$ cat src/rtl/cpu_types_pkg.sv
// Shared CPU types: register index plus hazard-controller shadow entry and FSM state.
package cpu_types_pkg;

  typedef logic [4:0] regbits;

  typedef struct packed {
    logic   valid;
    logic   RegWr;
    logic   MemtoReg;
    logic   memop;
    logic   halt;
    regbits WrDest;
  } hz_entry_t;

  typedef enum logic {RUN, HALTED} hz_state_t;

  // True when a source operand is really read and names the given destination.
  function automatic logic srcMatch(input logic rd, input regbits src, input regbits dest);
    return rd && (src == dest);
  endfunction

endpackage

$ cat src/rtl/hazard_ctrl_if.sv
// Hazard controller bundle: decode/cache status in, latch enables and forwarding shadow out.
interface hazard_ctrl_if #(
  parameter int CNT_W = 32,
  parameter int REG_W = 5
);
  logic             ihit, dhit;
  logic [REG_W-1:0] id_rs, id_rt, id_WrDest;
  logic             id_use_rs, id_use_rt, id_RegWr, id_MemtoReg, id_memop, id_halt;
  logic             ex_branch_taken;
  logic             en_ifid, en_idex, en_exmem, en_memwb;
  logic             flush_ifid, flush_idex;
  logic [REG_W-1:0] mem_WrDest, wb_WrDest;
  logic             mem_RegWr, wb_RegWr, mem_MemtoReg;
  logic             halted;
  logic [CNT_W-1:0] stall_cycles;

  modport hz (
    input  ihit, dhit, id_rs, id_rt, id_use_rs, id_use_rt, id_RegWr, id_MemtoReg, id_memop,
           id_WrDest, id_halt, ex_branch_taken,
    output en_ifid, en_idex, en_exmem, en_memwb, flush_ifid, flush_idex, mem_WrDest,
           wb_WrDest, mem_RegWr, wb_RegWr, mem_MemtoReg, halted, stall_cycles
  );

  modport tb (
    output ihit, dhit, id_rs, id_rt, id_use_rs, id_use_rt, id_RegWr, id_MemtoReg, id_memop,
           id_WrDest, id_halt, ex_branch_taken,
    input  en_ifid, en_idex, en_exmem, en_memwb, flush_ifid, flush_idex, mem_WrDest,
           wb_WrDest, mem_RegWr, wb_RegWr, mem_MemtoReg, halted, stall_cycles
  );
endinterface

$ cat src/rtl/hz_shadow_stage.sv
// One shadow pipeline entry: advances on enable, loads a bubble when flushed.
module hz_shadow_stage
  import cpu_types_pkg::*;
(
  input  logic      CLK,
  input  logic      RST,
  input  logic      en,
  input  logic      flush,
  input  hz_entry_t d,
  output hz_entry_t q
);

  always_ff @(posedge CLK or posedge RST) begin
    if (RST) begin
      q <= '0;
    end else if (en) begin
      q <= flush ? '0 : d;
    end
  end

endmodule

$ cat src/rtl/hazard_ctrl.sv
// Pipeline hazard controller: shadows EX/MEM/WB destinations and drives latch enables/flushes
// for load-use, data wait, fetch miss, taken branch and halt.
module hazard_ctrl
  import cpu_types_pkg::*;
#(
  parameter int CNT_W = 32,
  parameter int REG_W = 5
) (
  input logic      CLK,
  input logic      RST,
  hazard_ctrl_if.hz hz
);

  hz_entry_t        idEnt, exQ, memQ, wbQ;
  hz_state_t        stateQ, stateD;
  logic [REG_W-1:0] exDest;
  logic [CNT_W-1:0] stallCnt;
  logic             lu, mw, stallCyc;
  logic             enIfid, enIdex, enExmem, enMemwb, flIfid, flIdex;

  always_comb begin
    idEnt          = '0;
    idEnt.valid    = 1'b1;
    idEnt.RegWr    = hz.id_RegWr;
    idEnt.MemtoReg = hz.id_MemtoReg;
    idEnt.memop    = hz.id_memop;
    idEnt.halt     = hz.id_halt;
    idEnt.WrDest   = regbits'(hz.id_WrDest);
  end

  assign exDest = REG_W'(exQ.WrDest);
  assign lu = exQ.valid && exQ.MemtoReg && exQ.RegWr && (exDest != '0) &&
              (srcMatch(hz.id_use_rs, regbits'(hz.id_rs), exQ.WrDest) ||
               srcMatch(hz.id_use_rt, regbits'(hz.id_rt), exQ.WrDest));
  assign mw = memQ.valid && memQ.memop && !hz.dhit;

  always_comb begin
    stateD  = stateQ;
    enIfid  = 1'b0;
    enIdex  = 1'b0;
    enExmem = 1'b0;
    enMemwb = 1'b0;
    flIfid  = 1'b0;
    flIdex  = 1'b0;
    if (stateQ == RUN) begin
      if (wbQ.valid && wbQ.halt) stateD = HALTED;
      if (mw) begin
        // everything freezes; a pending branch is re-seen next cycle from the frozen EX
      end else if (hz.ex_branch_taken) begin
        {enIfid, enIdex, enExmem, enMemwb, flIfid, flIdex} = 6'b111111;
      end else if (lu) begin
        {enIfid, enIdex, enExmem, enMemwb, flIfid, flIdex} = 6'b011101;
      end else if (!hz.ihit) begin
        {enIfid, enIdex, enExmem, enMemwb, flIfid, flIdex} = 6'b111110;
      end else begin
        {enIfid, enIdex, enExmem, enMemwb, flIfid, flIdex} = 6'b111100;
      end
    end
    if (RST) begin
      {enIfid, enIdex, enExmem, enMemwb, flIfid, flIdex} = 6'b000000;
    end
  end

  assign stallCyc = (stateQ == RUN) && (!enIdex || flIdex);

  always_ff @(posedge CLK or posedge RST) begin
    if (RST) begin
      stateQ   <= RUN;
      stallCnt <= '0;
    end else begin
      stateQ <= stateD;
      if (stallCyc && (stallCnt != '1)) stallCnt <= stallCnt + CNT_W'(1);
    end
  end

  hz_shadow_stage exStage (
    .CLK  (CLK),
    .RST  (RST),
    .en   (enIdex),
    .flush(flIdex),
    .d    (idEnt),
    .q    (exQ)
  );

  hz_shadow_stage memStage (
    .CLK  (CLK),
    .RST  (RST),
    .en   (enExmem),
    .flush(1'b0),
    .d    (exQ),
    .q    (memQ)
  );

  hz_shadow_stage wbStage (
    .CLK  (CLK),
    .RST  (RST),
    .en   (enMemwb),
    .flush(1'b0),
    .d    (memQ),
    .q    (wbQ)
  );

  logic unusedWbBits;
  assign unusedWbBits = ^{wbQ.MemtoReg, wbQ.memop};

  assign hz.en_ifid      = enIfid;
  assign hz.en_idex      = enIdex;
  assign hz.en_exmem     = enExmem;
  assign hz.en_memwb     = enMemwb;
  assign hz.flush_ifid   = flIfid;
  assign hz.flush_idex   = flIdex;
  assign hz.mem_WrDest   = REG_W'(memQ.WrDest);
  assign hz.wb_WrDest    = REG_W'(wbQ.WrDest);
  assign hz.mem_RegWr    = memQ.valid && memQ.RegWr;
  assign hz.wb_RegWr     = wbQ.valid && wbQ.RegWr;
  assign hz.mem_MemtoReg = memQ.valid && memQ.MemtoReg;
  assign hz.halted       = (stateQ == HALTED);
  assign hz.stall_cycles = stallCnt;

endmodule

$ cat src/flat_wrapper.sv
// flat-port wrapper written by rule: the top's interface ports become plain ports
module hazard_ctrl_flat import cpu_types_pkg::*;
#(
  parameter int CNT_W = 32,
  parameter int REG_W = 5
)
  (CLK, RST, hz_ihit, hz_dhit, hz_id_rs, hz_id_rt, hz_id_use_rs, hz_id_use_rt, hz_id_RegWr, hz_id_MemtoReg, hz_id_memop, hz_id_WrDest, hz_id_halt, hz_ex_branch_taken, hz_en_ifid, hz_en_idex, hz_en_exmem, hz_en_memwb, hz_flush_ifid, hz_flush_idex, hz_mem_WrDest, hz_wb_WrDest, hz_mem_RegWr, hz_wb_RegWr, hz_mem_MemtoReg, hz_halted, hz_stall_cycles);
  hazard_ctrl_if #(.CNT_W(CNT_W), .REG_W(REG_W)) hz_i ();
  input logic CLK;
  input logic RST;
  input wire logic [$bits(hz_i.ihit)-1:0] hz_ihit;
  input wire logic [$bits(hz_i.dhit)-1:0] hz_dhit;
  input wire logic [$bits(hz_i.id_rs)-1:0] hz_id_rs;
  input wire logic [$bits(hz_i.id_rt)-1:0] hz_id_rt;
  input wire logic [$bits(hz_i.id_use_rs)-1:0] hz_id_use_rs;
  input wire logic [$bits(hz_i.id_use_rt)-1:0] hz_id_use_rt;
  input wire logic [$bits(hz_i.id_RegWr)-1:0] hz_id_RegWr;
  input wire logic [$bits(hz_i.id_MemtoReg)-1:0] hz_id_MemtoReg;
  input wire logic [$bits(hz_i.id_memop)-1:0] hz_id_memop;
  input wire logic [$bits(hz_i.id_WrDest)-1:0] hz_id_WrDest;
  input wire logic [$bits(hz_i.id_halt)-1:0] hz_id_halt;
  input wire logic [$bits(hz_i.ex_branch_taken)-1:0] hz_ex_branch_taken;
  output wire logic [$bits(hz_i.en_ifid)-1:0] hz_en_ifid;
  output wire logic [$bits(hz_i.en_idex)-1:0] hz_en_idex;
  output wire logic [$bits(hz_i.en_exmem)-1:0] hz_en_exmem;
  output wire logic [$bits(hz_i.en_memwb)-1:0] hz_en_memwb;
  output wire logic [$bits(hz_i.flush_ifid)-1:0] hz_flush_ifid;
  output wire logic [$bits(hz_i.flush_idex)-1:0] hz_flush_idex;
  output wire logic [$bits(hz_i.mem_WrDest)-1:0] hz_mem_WrDest;
  output wire logic [$bits(hz_i.wb_WrDest)-1:0] hz_wb_WrDest;
  output wire logic [$bits(hz_i.mem_RegWr)-1:0] hz_mem_RegWr;
  output wire logic [$bits(hz_i.wb_RegWr)-1:0] hz_wb_RegWr;
  output wire logic [$bits(hz_i.mem_MemtoReg)-1:0] hz_mem_MemtoReg;
  output wire logic [$bits(hz_i.halted)-1:0] hz_halted;
  output wire logic [$bits(hz_i.stall_cycles)-1:0] hz_stall_cycles;
  assign hz_i.ihit = hz_ihit;
  assign hz_i.dhit = hz_dhit;
  assign hz_i.id_rs = hz_id_rs;
  assign hz_i.id_rt = hz_id_rt;
  assign hz_i.id_use_rs = hz_id_use_rs;
  assign hz_i.id_use_rt = hz_id_use_rt;
  assign hz_i.id_RegWr = hz_id_RegWr;
  assign hz_i.id_MemtoReg = hz_id_MemtoReg;
  assign hz_i.id_memop = hz_id_memop;
  assign hz_i.id_WrDest = hz_id_WrDest;
  assign hz_i.id_halt = hz_id_halt;
  assign hz_i.ex_branch_taken = hz_ex_branch_taken;
  assign hz_en_ifid = hz_i.en_ifid;
  assign hz_en_idex = hz_i.en_idex;
  assign hz_en_exmem = hz_i.en_exmem;
  assign hz_en_memwb = hz_i.en_memwb;
  assign hz_flush_ifid = hz_i.flush_ifid;
  assign hz_flush_idex = hz_i.flush_idex;
  assign hz_mem_WrDest = hz_i.mem_WrDest;
  assign hz_wb_WrDest = hz_i.wb_WrDest;
  assign hz_mem_RegWr = hz_i.mem_RegWr;
  assign hz_wb_RegWr = hz_i.wb_RegWr;
  assign hz_mem_MemtoReg = hz_i.mem_MemtoReg;
  assign hz_halted = hz_i.halted;
  assign hz_stall_cycles = hz_i.stall_cycles;
  hazard_ctrl #(.CNT_W(CNT_W), .REG_W(REG_W)) u_core (.CLK(CLK), .RST(RST), .hz(hz_i));
endmodule
$ cat config.mk
export PLATFORM = sky130hd
export DESIGN_NAME = hazard_ctrl_flat
export DESIGN_NICKNAME = d
export VERILOG_FILES = /design/src/rtl/cpu_types_pkg.sv /design/src/rtl/hazard_ctrl_if.sv /design/src/rtl/hz_shadow_stage.sv /design/src/rtl/hazard_ctrl.sv /design/src/flat_wrapper.sv
export SDC_FILE = /design/constraint.sdc
export NUM_CORES = 1
export LEC_CHECK = 0
export CAP_MARGIN = 20
export CORE_UTILIZATION = 45
export CTS_BUF_LIST = sky130_fd_sc_hd__clkbuf_8
export DETAILED_ROUTE_END_ITERATION = 10
export GPL_ROUTABILITY_DRIVEN = 0
export PLACE_DENSITY = 0.78
export SLEW_MARGIN = 20
export SYNTH_ARGS = -nofsm -noshare
export SYNTH_HDL_FRONTEND = slang
export SYNTH_SLANG_ARGS = --single-unit
$ cat constraint.sdc
create_clock -name CLK -period 3.3 [get_ports CLK]
set_input_delay 0.495 -clock CLK [delete_from_list [all_inputs] [get_ports CLK]]
set_output_delay 0.495 -clock CLK [all_outputs]
set_load 0.05 [all_outputs]
==> results.json, run 1 <==
{
  "cp_top_family": "buffers and inverters",
  "dr_total_vias": 2408,
  "wl_per_cell_um": 14.71,
  "criticalPathCategory": "in -> out",
  "slew_viol_final": 0,
  "ys_top_cells_by_area": "dfrtp_1 52%, xor2_1 8.6%, nand2_1 8.1%, nor4_1 3.6%, buf_4 3.6%",
  "numCtsBuffers": 9,
  "drc_errors": 0,
  "core_sq_um": 6350,
  "nFillCells": 534,
  "rsz0062_at_grt": "false",
  "syn_avg_cell_area_sq_um": 9.880,
  "slew_headroom_pct": 37.40,
  "areaGrowthSynthToFinish_pct": 34.39,
  "cp_slowest_stage_delay_ns": 0.56,
  "synth_top_cells_by_count": "64 x nand2_1, 61 x dfrtp_1, 29 x xor2_1",
  "cts_tree": "yes",
  "path_cells": "clkdlybuf4s50_1 -> clkinvlp_4 -> nand3_1 -> buf_4 -> clkinv_1 -> buf_4",
  "cap_violations": 0,
  "synthCells": 299,
  "dieHeight_um": 83.02,
  "drive_above_1_share_pct": 9.383,
  "clockBufferDepth": 2,
  "hold_viol": 0,
  "swShare_pct": 43.11,
  "tightest_slew_ns": 0.9360,
  "antennaDiodeCount": 0,
  "holdCritPathClass": "reg -> reg",
  "synth_top_area_cell": "dfrtp_1",
  "synth_enable_flop_cells": 0,
  "grt_pass1_vias": 2378,
  "synth-seq-area-share_pct": 51.67,
  "clock-sinks": 61,
  "seq_power_share_pct": 33.5,
  "cts_max_level": 3,
  "io_buffers": 77,
  "drtIter0Drc": 142,
  "synthDistinctLibCells": 34,
  "cts_resized": 0,
  "worst_ep_required_time_ns": 2.80,
  "clock_latency_ns": 0.33,
  "fin_skew_ns": 0.008131,
  "final_cell_area_sq_um": 3970,
  "synth-seq-cells": 61,
  "syn_nets": 326,
  "grt_max_degree": 63,
  "routed_via_density": 5.351,
  "finalSetupTns_ns": 0,
  "dpl-instance-area_sq_um": 3722,
  "synth_top_area_share_pct": 51.67,
  "io_pins": 78,
  "ant_nets": 0,
  "peakVddDrop_uv": 693.8,
  "hpwl_um": 4597,
  "antenna_found_initial": 0,
  "grt_first_pass_wirelength_um": 11430,
  "powerDensity_nw_per_um2": 937.8,
  "die_w_um": 83.02,
  "row_count": 29,
  "initial_core_util_pct": 46.52,
  "crit_path_end_kind": "output pin",
  "yosys_warnings": 0,
  "worstPathArrival_ns": 2.09,
  "critPathMaxFanout": 30,
  "period_share_pct": 78.36,
  "p_sw_w": 0.001605,
  "drt_pass1_iterations": 7,
  "combPwrFrac_pct": 44.7,
  "setup_viol_count_final": 0,
  "cp_num_buf_inv": 5,
  "p_int_w": 0.002118,
  "fmax_ghz": 0.3867,
  "dieArea_sq_um": 6892,
  "final_nets": 395,
  "syn_area_sq_um": 2954,
  "synth_most_common_cell": "nand2_1",
  "async_flop_share_pct": 100.0,
  "crit_path_frequent_cell": "buf_4",
  "ys.flop_type": "dfrtp_1",
  "crit_slowest_cell": "clkdlybuf4s50_1",
  "ctsHoldBuffers": 0,
  "clkSlewWorstSetupHoldPaths_ns": 0.07,
  "pwr-share-clk_pct": 21.8,
  "postRouteWirelength_um": 6621,
  "p_leak_nw": 1.620,
  "status": "finished clean",
  "root_buffer": "clkbuf_8",
  "period_minus_slack_ns": 2.586,
  "grt_overflow": 0,
  "grt.total_usage_pct": 20.70,
  "postCtsSetupRepairBufs": 0,
  "startpoint_type": "primary input"
}
[cells by family after synthesis]
| logic type | synth area share, % |
|---|---|
| AO/OA/AOI/OAI | 5.210 |
| XOR/XNOR | 12.16 |
| adder cells (fa/ha/maj) | 0.4235 |
| buffers and inverters | 5.972 |
| flip-flops | 51.67 |
| multiplexers | 0.3812 |
| AND/OR/NAND/NOR | 24.19 |
[power groups by stage]
stage                     sequential [W]  combinational (W)  clock [W]
after floorplan                  0.00159           0.000858          0
after CTS                        0.00125            0.00167   0.000829
after global placement           0.00125            0.00164          0
after detailed placement         0.00125            0.00167          0
after global routing             0.00129            0.00177   0.000869
final                            0.00125            0.00166   0.000812
[per-stage QoR]
step | worst slack (ns) | total power, W | cells | utilization (%) | hold WS (ns)
floorplan | 0.04278 | 0.002446 | 299 | - | 0.4375
global placement | 0.4698 | 0.002887 | 434 | 58.62 | 0.4470
detailed placement | 0.4432 | 0.002922 | 434 | 58.62 | 0.4542
CTS | 0.7065 | 0.003749 | 450 | 62.52 | 0.4706
global route | 0.5283 | 0.003928 | 450 | 62.52 | 0.4894
finish | 0.7141 | 0.003723 | 450 | 62.52 | 0.4708
[worst paths after layout]
path | start | end | slack [ns] | cells after the start
max | RST | hz_en_memwb | 0.71 | 6
min | u_core.memStage.q[7]$_DFFE_PP0P_ | u_core.memStage.q[7]$_DFFE_PP0P_ | 0.47 | 2
max reg2reg | u_core.hz.stall_cycles[4]$_DFFE_PP0P_ | u_core.hz.stall_cycles[1]$_DFFE_PP0P_ | 0.72 | 7
min reg2reg | u_core.memStage.q[7]$_DFFE_PP0P_ | u_core.memStage.q[7]$_DFFE_PP0P_ | 0.47 | 2
max in group asynchronous | RST | u_core.wbStage.q[2]$_DFFE_PP0P_ | 1.97 | 3
min in group asynchronous | RST | u_core.wbStage.q[9]$_DFFE_PP0P_ | 0.84 | 3
[layout make-up]
type / instances / area (sq um) / share of cell area [%]
Sequential cell: 61 / 1526 / 38.45
Timing Repair Buffer: 83 / 800.8 / 20.17
Clock inverter: 6 / 110.1 / 2.773
Tap cell: 77 / 96.34 / 2.427
Inverter: 7 / 30.03 / 0.7564
Clock buffer: 10 / 137.6 / 3.467
Multi-Input combinational cell: 206 / 1269 / 31.96
[state kept, by name, indices dropped and copies added, names as in the netlist]
register and cells:
u_core.hz.stall_cycles 32, u_core.exStage.q 10, u_core.memStage.q 10, u_core.wbStage.q 8, u_core.hz.halted 1
[placed cells by master, fill, tap and decap left out, types with 5 or more instances in the layout]
| cell | n |
|---|---|
| and3_1 | 5 |
| a22o_1 | 9 |
| dfrtp_1 | 61 |
| nor4_1 | 17 |
| nand2_1 | 64 |
| inv_1 | 5 |
| nor3_1 | 14 |
| xor2_1 | 29 |
| clkdlybuf4s50_1 | 71 |
| xnor2_1 | 12 |
| nand3_1 | 14 |
| clkbuf_8 | 10 |
| nor2_1 | 6 |
| buf_4 | 12 |
| nand4_1 | 9 |
| and2_1 | 5 |
[tightest hold or removal path, stage by stage (launching register included)]
cell and delay (ns):
dfrtp_1 0.34, nand2_1 0.05, nand2_1 0.05
[layer usage]
metal | vias to the layer above | part of all wire, % | GRT usage, %
met5 | - | 0 | 0
met2 | 87 | 47 | 31.67
met1 | 1156 | 46 | 28.28
met4 | 0 | 1.1 | 8.464
met3 | 8 | 5.8 | 5.070
li1 | 1157 | - | -
(Power assumes the default switching activity.)
==> run 2, diff against run 1 <==
--- a/config.mk
+++ b/config.mk
@@ -6,11 +6,11 @@
 export NUM_CORES = 1
 export LEC_CHECK = 0
 export CAP_MARGIN = 20
-export CORE_UTILIZATION = 45
+export CORE_UTILIZATION = 50
 export CTS_BUF_LIST = sky130_fd_sc_hd__clkbuf_8
 export DETAILED_ROUTE_END_ITERATION = 10
 export GPL_ROUTABILITY_DRIVEN = 0
-export PLACE_DENSITY = 0.78
+export PLACE_DENSITY = 0.82
 export SLEW_MARGIN = 20
 export SYNTH_ARGS = -nofsm -noshare
 export SYNTH_HDL_FRONTEND = slang
==> constraint.sdc (replaced) <==
create_clock -name CLK -period 2.5 [get_ports CLK]
set_input_delay 0.375 -clock CLK [delete_from_list [all_inputs] [get_ports CLK]]
set_output_delay 0.375 -clock CLK [all_outputs]
set_load 0.05 [all_outputs]
==> run 2 against run 1 <==
Compared with the run above:
- global-route usage increased by 2.6 points
- design area increased by 0.19%
- utilization increased by 8.4 points
- sequential cell count unchanged
- cell count increased by 0.44%
- clock skew decreased by 0.0024 ns
- via count about the same
- hold slack got worse by 0.0071 ns
==> results.json, run 2 (synthesized netlist as in run 1, its figures left out) <==
{
  "drt_pass1_iterations": 4,
  "dpl-instance-area_sq_um": 3804,
  "ant_nets": 0,
  "io_pins": 78,
  "drive_above_1_share_pct": 12.37,
  "rr_worst_depth": 7,
  "wl_per_cell_um": 15.13,
  "grt_first_pass_wirelength_um": 11110,
  "final_cell_area_sq_um": 3978,
  "period_share_pct": 92.59,
  "startpoint_type": "primary input",
  "worst_ep_required_time_ns": 2.12,
  "hold_depth": 2,
  "clkSlewWorstSetupHoldPaths_ns": 0.06,
  "slew_headroom_pct": 48.54,
  "design_power_total_w": 0.004640,
  "antenna_found_initial": 0,
  "peakVddDrop_uv": 778.5,
  "status": "finished clean",
  "drc_errors": 0,
  "ctsHoldBuffers": 0,
  "mostFrequentLayoutCell": "clkdlybuf4s50_1",
  "fmax_ghz": 0.4320,
  "dieHeight_um": 78.87,
  "row_count": 27,
  "powerDensity_nw_per_um2": 1167,
  "root_buffer": "clkbuf_8",
  "worstPathArrival_ns": 1.94,
  "finalSetupTns_ns": 0,
  "largest_reg_flops": 32,
  "p_leak_nw": 1.643,
  "initial_core_util_pct": 52.68,
  "dieArea_sq_um": 6220,
  "hold_ws_ns": 0.4637,
  "holdCritPathClass": "reg -> reg",
  "clock_latency_ns": 0.33,
  "cts_max_level": 3,
  "cap_violations": 0,
  "antennaDiodeCount": 0,
  "grt.total_usage_pct": 23.34,
  "tightest_slew_ns": 0.7719,
  "areaGrowthSynthToFinish_pct": 34.65,
  "dr_total_vias": 2406,
  "setup_viol_count_final": 0,
  "period_minus_slack_ns": 2.315,
  "criticalPathCategory": "in -> out",
  "slew_viol_final": 0,
  "grt_max_degree": 63,
  "clock-sinks": 61,
  "crit_path_end_kind": "output pin",
  "core_sq_um": 5608,
  "hpwl_um": 4837,
  "drtIter0Drc": 90,
  "cts_tree": "yes",
  "final_nets": 404,
  "final_cell_mix": "71 x clkdlybuf4s50_1, 64 x nand2_1, 61 x dfrtp_1, 29 x xor2_1, 21 x buf_4",
  "io_buffers": 77,
  "rsz0062_at_grt": "false",
  "hold_viol": 0,
  "fin_skew_ns": 0.005710,
  "grt_overflow": 0,
  "pre_cts_slack_ns": 0.05808,
  "critPathMaxFanout": 2,
  "clockBufferDepth": 2,
  "postRouteWirelength_um": 6841,
  "numCtsBuffers": 9,
  "grt_pass1_vias": 2352,
  "setup_ws_ns": 0.1852,
  "die_w_um": 78.87,
  "routed_via_density": 5.323
}
[run 2: cell types whose count changed in the layout (fill, tap and decap cells not counted), sizes merged]
cell / delta
inv: +1
bufinv: -3
clkinv: +1
clkbuf: +1
clkinvlp: -2
buf: +9
[run 2: final timing paths]
path / start / to / slack, ns
max: hz_id_rt[4] / hz_flush_ifid / 0.19
min: u_core.memStage.q[5]$_DFFE_PP0P_ / u_core.wbStage.q[5]$_DFFE_PP0P_ / 0.46
max reg2reg: u_core.hz.stall_cycles[0]$_DFFE_PP0P_ / u_core.hz.stall_cycles[23]$_DFFE_PP0P_ / 0.23
min reg2reg: u_core.memStage.q[5]$_DFFE_PP0P_ / u_core.wbStage.q[5]$_DFFE_PP0P_ / 0.46
max in group asynchronous: RST / u_core.hz.stall_cycles[27]$_DFFE_PP0P_ / 1.26
min in group asynchronous: RST / u_core.memStage.q[9]$_DFFE_PP0P_ / 0.74
[run 2: worst max-delay path, cell delays in order]
cell	delay (ns)
clkdlybuf4s50_1	0.48
xnor2_1	0.12
nand4_1	0.14
o22ai_2	0.25
nand2_1	0.14
nor2_2	0.19
a211oi_4	0.04
buf_4	0.19
[run 2: metrics by stage]
stage          utilization (%)  cells
2_1_floorplan                -    299
3_3_place_gp             67.83    438
3_5_place_dp             67.83    438
4_1_cts                  70.77    452
5_1_grt                  70.93    452
6_report                 70.93    452
[run 2: area by class of cell]
class / instances / area (sq um)
fillers: 447 / 1630
flip-flops and latches: 61 / 1526
multi-input cells: 206 / 1296
repair buffers: 92 / 868.3
clock buffers: 11 / 151.4
well taps: 72 / 90.09
inverters: 7 / 31.28
clock inverters: 3 / 13.76
[run 2: power by group]
group	total, W	internal (W)	switching [W]
registers	0.00164	0.00131	0.000338
logic	0.00224	0.000825	0.00141
clock network	0.000757	0.000396	0.000361
[run 2: timing repair]
| action | 4_1_cts | 5_1_grt |
|---|---|---|
| resized for setup | 0 | 2 |
| setup endpoints to repair | 0 | 2 |
| buffers inserted | 0 | 0 |
[run 2: metal layers]
metal / global-route usage, % / vias to the layer above / wire [um]
li1: - / 1164 / -
met2: 37.30 / 78 / 3205
met5: 0 / - / 0
met1: 30.71 / 1152 / 3148
met4: 9.091 / 0 / 114
met3: 5.747 / 12 / 373
